`src/rtl/ssd_scan_ctrl.sv`:
```
// ssd_scan_ctrl
//   Time-multiplexed scan controller for a bank of common-anode
//   seven-segment digits. A prescaler divides the clock into digit slots.
//   Each slot starts with one guard cycle with all anodes off, to avoid
//   ghosting. The rest of the slot shows the current digit from a shadow
//   copy of the display data. The shadow copy is captured only on load.
//
// Parameters
//   NUM_DIGITS   number of digits, 1..8
//   REFRESH_DIV  clock cycles per digit slot, >= 2
//
// Ports
//   ClkPort     in   system clock
//   Reset       in   synchronous active-high reset
//   load        in   strobe: capture value/dp_mask/en_mask/lzb_en
//   value       in   4*NUM_DIGITS hex nibbles, digit 0 in [3:0]
//   dp_mask     in   per-digit decimal point enable
//   en_mask     in   per-digit enable (0 = blank)
//   lzb_en      in   leading-zero blanking enable
//   an          out  anode selects, active low
//   seg         out  cathodes a..g on bits 0..6, active low
//   dp          out  decimal-point cathode, active low
//   frame_done  out  one-cycle pulse after the scan wraps to digit 0
module ssd_scan_ctrl #(
  parameter int NUM_DIGITS  = 8,
  parameter int REFRESH_DIV = 100000
) (
  input  logic                    ClkPort,
  input  logic                    Reset,
  input  logic                    load,
  input  logic [4*NUM_DIGITS-1:0] value,
  input  logic [NUM_DIGITS-1:0]   dp_mask,
  input  logic [NUM_DIGITS-1:0]   en_mask,
  input  logic                    lzb_en,
  output logic [NUM_DIGITS-1:0]   an,
  output logic [6:0]              seg,
  output logic                    dp,
  output logic                    frame_done
);

  localparam int CNT_W = $clog2(REFRESH_DIV);
  localparam int IDX_W = (NUM_DIGITS > 1) ? $clog2(NUM_DIGITS) : 1;
  localparam logic [CNT_W-1:0] LAST_CNT = CNT_W'(REFRESH_DIV - 1);
  localparam logic [IDX_W-1:0] LAST_IDX = IDX_W'(NUM_DIGITS - 1);

  // Scan state
  logic [CNT_W-1:0]        r_cnt;
  logic [IDX_W-1:0]        r_idx;

  // Shadow copy of the display data
  logic [4*NUM_DIGITS-1:0] r_value;
  logic [NUM_DIGITS-1:0]   r_dp_mask;
  logic [NUM_DIGITS-1:0]   r_en_mask;
  logic                    r_lzb;

  // Registered outputs
  logic [NUM_DIGITS-1:0]   r_an;
  logic [6:0]              r_seg;
  logic                    r_dp;
  logic                    r_frame_done;

  logic                    w_tick;
  logic                    w_wrap;
  logic                    w_guard;
  logic [NUM_DIGITS-1:0]   w_onehot;
  logic [NUM_DIGITS-1:0]   w_nz;
  logic [3:0]              w_nib;
  logic [IDX_W-1:0]        w_msn;
  logic                    w_en_cur;
  logic                    w_dp_cur;
  logic                    w_blank;
  logic [6:0]              w_seg_dec;

  assign w_tick  = (r_cnt == LAST_CNT);
  assign w_wrap  = w_tick && (r_idx == LAST_IDX);
  assign w_guard = (r_cnt == '0);

  // Per-digit select and nonzero flags
  genvar gi;
  generate
    for (gi = 0; gi < NUM_DIGITS; gi++) begin : g_digit
      assign w_onehot[gi] = (r_idx == IDX_W'(gi));
      assign w_nz[gi]     = |r_value[4*gi +: 4];
    end
  endgenerate

  // Mux the nibble of the current digit. The one-hot select avoids
  // variable part-selects whose width depends on NUM_DIGITS.
  always_comb begin
    w_nib = 4'h0;
    for (int i = 0; i < NUM_DIGITS; i++) begin
      if (w_onehot[i]) w_nib = r_value[4*i +: 4];
    end
  end

  // Find the most significant nonzero digit. The highest index wins.
  // An all-zero value leaves this at 0, so digit 0 always stays lit.
  always_comb begin
    w_msn = '0;
    for (int i = 0; i < NUM_DIGITS; i++) begin
      if (w_nz[i]) w_msn = IDX_W'(i);
    end
  end

  assign w_en_cur = |(r_en_mask & w_onehot);
  assign w_dp_cur = |(r_dp_mask & w_onehot);
  assign w_blank  = !w_en_cur || (r_lzb && (r_idx > w_msn));

  // Hex to seven-segment decoder, active low, bits g..a
  always_comb begin
    case (w_nib)
      4'h0:    w_seg_dec = 7'b1000000;
      4'h1:    w_seg_dec = 7'b1111001;
      4'h2:    w_seg_dec = 7'b0100100;
      4'h3:    w_seg_dec = 7'b0110000;
      4'h4:    w_seg_dec = 7'b0011001;
      4'h5:    w_seg_dec = 7'b0010010;
      4'h6:    w_seg_dec = 7'b0000010;
      4'h7:    w_seg_dec = 7'b1111000;
      4'h8:    w_seg_dec = 7'b0000000;
      4'h9:    w_seg_dec = 7'b0010000;
      4'hA:    w_seg_dec = 7'b0001000;
      4'hB:    w_seg_dec = 7'b0000011;
      4'hC:    w_seg_dec = 7'b1000110;
      4'hD:    w_seg_dec = 7'b0100001;
      4'hE:    w_seg_dec = 7'b0000110;
      default: w_seg_dec = 7'b0001110;
    endcase
  end

  always_ff @(posedge ClkPort) begin
    if (Reset) begin
      r_cnt        <= '0;
      r_idx        <= '0;
      r_value      <= '0;
      r_dp_mask    <= '0;
      r_en_mask    <= '0;
      r_lzb        <= 1'b0;
      r_an         <= '1;
      r_seg        <= 7'h7F;
      r_dp         <= 1'b1;
      r_frame_done <= 1'b0;
    end else begin
      // Prescaler and digit index
      if (w_tick) begin
        r_cnt <= '0;
        r_idx <= (r_idx == LAST_IDX) ? '0 : r_idx + IDX_W'(1);
      end else begin
        r_cnt <= r_cnt + CNT_W'(1);
      end

      // A load does not touch the scan position. It only changes what
      // the current and following digits show.
      if (load) begin
        r_value   <= value;
        r_dp_mask <= dp_mask;
        r_en_mask <= en_mask;
        r_lzb     <= lzb_en;
      end

      r_frame_done <= w_wrap;

      // The first cycle of each slot is the guard gap. All anodes are off,
      // and seg/dp are forced dark too.
      if (w_guard) begin
        r_an  <= '1;
        r_seg <= 7'h7F;
        r_dp  <= 1'b1;
      end else begin
        r_an  <= ~w_onehot;
        r_seg <= w_blank ? 7'h7F : w_seg_dec;
        r_dp  <= ~w_dp_cur;
      end
    end
  end

  assign an         = r_an;
  assign seg        = r_seg;
  assign dp         = r_dp;
  assign frame_done = r_frame_done;

endmodule

```
`config.mk`:
```
export PLATFORM = sky130hd
export DESIGN_NAME = ssd_scan_ctrl
export DESIGN_NICKNAME = d
export VERILOG_FILES = /design/src/rtl/ssd_scan_ctrl.sv
export SDC_FILE = /design/constraint.sdc
export NUM_CORES = 1
export LEC_CHECK = 0
export ABC_AREA = 1
export BUFFER_PORTS_ARGS = -buffer_cell sky130_fd_sc_hd__buf_2
export CAP_MARGIN = 20
export CORE_MARGIN = 3
export CORE_UTILIZATION = 35
export CTS_BUF_LIST = sky130_fd_sc_hd__clkbuf_8
export DETAILED_ROUTE_END_ITERATION = 8
export GPL_ROUTABILITY_DRIVEN = 0
export PLACE_DENSITY_LB_ADDON = 0.05
export SYNTH_ARGS = -nofsm -noshare
export SYNTH_HDL_FRONTEND = slang
export SYNTH_SLANG_ARGS = --single-unit
```
`constraint.sdc`:
```
create_clock -name ClkPort -period 4.6 [get_ports ClkPort]
set_input_delay 0 -clock ClkPort [delete_from_list [all_inputs] [get_ports ClkPort]]
set_output_delay 0 -clock ClkPort [all_outputs]
set_load 0.005 [all_outputs]
```
==> results.rst <==
.. list-table::
   :header-rows: 1

   * - Metric
     - Value
   * - Number of global-route vias before repair
     - 3,717
   * - RSZ-0062 raised after global routing
     - false
   * - Residual antenna-violating net count after detailed routing
     - 0
   * - Warning count from the yosys run
     - 0
   * - FF+latch count, synth
     - 86
   * - Kind of critical path
     - flop to flop
   * - Element type at the critical path end
     - flop
   * - Power per cell area
     - 301.9 mW/mm^2
   * - Hold endpoint
     - r_value[19]
   * - Total routed wirelength
     - 10,460 um
   * - Post-synth design cell area
     - 0.004013 mm^2
   * - Clk sink count
     - 86
   * - Worst skew pair latency
     - 0.35 ns
   * - Diodes inserted
     - 0
   * - Number of cells on the worst hold path
     - 3
   * - Placed wire-length estimate after detailed placement
     - 7347 um
   * - Area delta synth->final
     - 29.19%
   * - Starting utilization of the core area
     - 36.38%
   * - Router iterations before antenna repair
     - 4
   * - Fraction of registers with async set or reset after synthesis
     - 0%
   * - Slew margin rel.
     - 59.50%
   * - PostCTS Resize Cnt
     - 0
   * - Number of levels in the clock H-tree
     - 3
   * - Post-Route Skew
     - 0.005844 ns
   * - Number of distinct standard cells referenced by the synthesized netlist
     - 34
   * - Cell-by-cell listing of the critical path
     - inv_1, ha_1, inv_1, nor2_1, nand2_1, nand3_1, nand3_1, nand2_1, nand2_1, nand2_1, nand2_1, nand2_1, inv_1, ha_1, nand3_1, nor2_1, nor2_1, nand2_1
   * - Total I/O pin count
     - 69
   * - Reg-to-reg critical path startpoint
     - r_idx[1]
   * - Clock tree root buffer cell
     - clkbuf_8
   * - Number of endpoints failing setup at the final stage
     - 0
   * - Maximum frequency from static timing analysis
     - 397.4 MHz
   * - Final Max Slew Viols
     - 0
   * - Placeable core region
     - 0.01103 mm^2
   * - Pin count of the biggest net entering global routing
     - 46
   * - Most repeated library cell on the critical path
     - nand2_1
   * - Number of vias per cell
     - 4.667
   * - Syn Nets
     - 644
   * - Slowest Stage Delay on Critical Path
     - 0.35 ns
   * - Commonest non-fill, non-tap cells in the layout
     - 115 x nor2_1, 115 x nand2_1, 86 x dfxtp_1, 68 x buf_2, 58 x inv_1
   * - Final hold violation count
     - 0
   * - Fill cell count
     - 1,169
   * - Proportion of layout cells with a drive suffix above 1
     - 14.41%
   * - Cell depth of the worst flop-to-flop path
     - 18
   * - Row Count
     - 38
   * - Count of maximum capacitance violations
     - 0
   * - Data required, critical path
     - 4.85 ns
   * - Buffer levels on the longest clock path
     - 2
   * - Signal arrival time at the worst endpoint
     - 2.77 ns
   * - DRC violation count after routing
     - 0
   * - Static Leak
     - 2.324 nW
   * - Slowest cell on the critical path
     - dfxtp_1
   * - Slack of the critical path
     - 2.084 ns
   * - Clock tree from TritonCTS
     - yes
   * - Classification of the worst-slack hold path
     - input port to flop
   * - Number of buffers added by the clock tree synthesis step
     - 9
   * - Initial DRC Count
     - 200
   * - Chip height
     - 113.1 um
   * - Number of synthesized flops with an enable pin
     - 0
   * - Antenna violations before repair
     - 0
   * - Die width
     - 113.1 um
   * - Final net count
     - 756
   * - R2R setup slack
     - 2.08 ns
   * - Synthesized netlist cell count
     - 577
   * - Floorplan die area
     - 0.01278 mm^2
   * - Min cycle time layout
     - 2.516 ns
   * - Synth Area per Inst
     - 6.954 um^2
   * - DR vias
     - 3,892
   * - Wire length of the first global-routing pass
     - 17,220 um
   * - Post-Place Worst Slack
     - 2.132 ns
   * - Overall global routing resource usage
     - 16.51%
   * - Worst reg2reg endpoint
     - seg[1]
   * - Critical-path maximum fanout
     - 6
   * - Setup TNS
     - 0 ns
   * - Post-CTS setup-driven buffer insertion count
     - 0
   * - Post-synthesis sequential area ratio
     - 42.91%
   * - Worst Max-Slew Pin Slew
     - 0.6074 ns
   * - Largest area contributor in the synthesized netlist
     - dfxtp_1
   * - Startpoint of the worst hold path
     - load
   * - Worst setup SP type
     - flop
   * - Port bufs
     - 68
   * - Area fraction of the dominant cell type after synthesis
     - 42.91%
   * - Commonest register cell after synthesis
     - dfxtp_1
   * - Run status
     - finished clean
   * - Peak supply drop
     - 0.0001587 V
   * - Register clock-pin slew on the reported worst setup and hold paths
     - 0.08 ns
   * - Part of the cycle the worst path needs
     - 54.70%
   * - Synth area leaders
     - dfxtp_1 43%, nand2_1 11%, nor2_1 11%, o21ai_0 6.9%, inv_1 5.2%
   * - Total congestion overflow
     - 0
   * - Wirelength per Cell
     - 12.54 um
==> report_power, final <==
group          switching, mW  leakage, nW  internal [mW]
sequential            0.0220        0.708          0.779
clock                  0.265        0.119          0.315
combinational         0.0962         1.50         0.0866
==> cells in the mapped netlist (2+ instances only) <==
cell type and count:
ha_1 15, nand2_2 4, nor2_2 3, inv_2 3, buf_2 3, inv_1 56, or2_1 2, nand2_1 115
nand3_1 35, or2_2 2, a21oi_1 24, nor2_1 115, nor3_1 5, clkbuf_1 14, o21ai_0 55, dfxtp_1 86
nand4_1 7, clkinv_1 2, buf_1 2, a221oi_1 3, xor2_1 3, nor4_1 8, nor3b_1 4
==> how the worst max path moves through the flow <==
stage | slack, ns | to | from | cells after the start
after CTS | 2.11 | seg[1] | r_idx[1] | 18
after detailed placement | 2.13 | seg[1] | r_idx[1] | 18
final | 2.08 | seg[1] | r_idx[1] | 18
after floorplan | 2.51 | seg[1] | r_idx[1] | 18
after global placement | 2.24 | seg[1] | r_idx[1] | 18
after global routing | 1.85 | seg[1] | r_idx[1] | 18
==> through the flow <==
stage	util (%)	instances	power, mW	hold WS [ns]	cell area (um^2)
floorplan	-	577	0.9112	0.07847	4013
global placement	40.51	768	0.9693	0.2183	4468
detailed placement	40.51	768	0.9705	0.2245	4468
CTS	46.99	834	1.585	0.2702	5184
global route	46.99	834	1.647	0.2951	5184
finish	46.99	834	1.565	0.2675	5184
==> final cells by class <==
| cell class | instances | area, um^2 | share of cell area, % |
|---|---|---|---|
| multi-input combinational | 411 | 1987 | 38.33 |
| sequential | 86 | 1722 | 33.21 |
| timing repair buffer | 120 | 855.8 | 16.51 |
| inverter | 61 | 229.0 | 4.417 |
| tap | 140 | 175.2 | 3.379 |
| clock buffer | 10 | 137.6 | 2.655 |
| clock inverter | 6 | 77.57 | 1.497 |
==> registers in the layout, indices dropped and copies added (netlist names), 3 cells and up <==
register and cells:
r_dp_mask 8, r_idx 3, seg 7, r_en_mask 8, r_value 32, r_cnt 17
an 8
==> worst max-delay path, delay by kind of cell (launching register included) <==
family,cells,cell delay (ns)
simple gates,13,1.23
fa+ha+maj,2,0.53
flops,1,0.35
buf+inv,3,0.30
==> routing by layer <==
layer	wire, um	GRT usage (%)	vias up
li1	-	-	2077
met1	5054	21.49	1736
met5	0	0	-
met3	402	3.422	7
met2	4909	28.04	72
met4	95	4.087	0
==> logic make-up (layout without fill, tap and decap cells) <==
kind of cell	after synthesis	in the layout	share of synthesized area (%)
compound gates	87	87	11.44
flops	86	86	42.91
simple gates	306	306	32.74
xor+xnor	3	3	0.6549
fa+ha+maj	15	15	4.677
buf+inv	80	197	7.577
==> timing repair <==
| item | CTS | global route |
|---|---|---|
| endpoints found under the setup margin | 0 | 0 |
| hold buffers | 50 | 0 |
| endpoints found under the hold margin | 50 | 0 |
No activity file was read; power rests on OpenSTA's default activity.
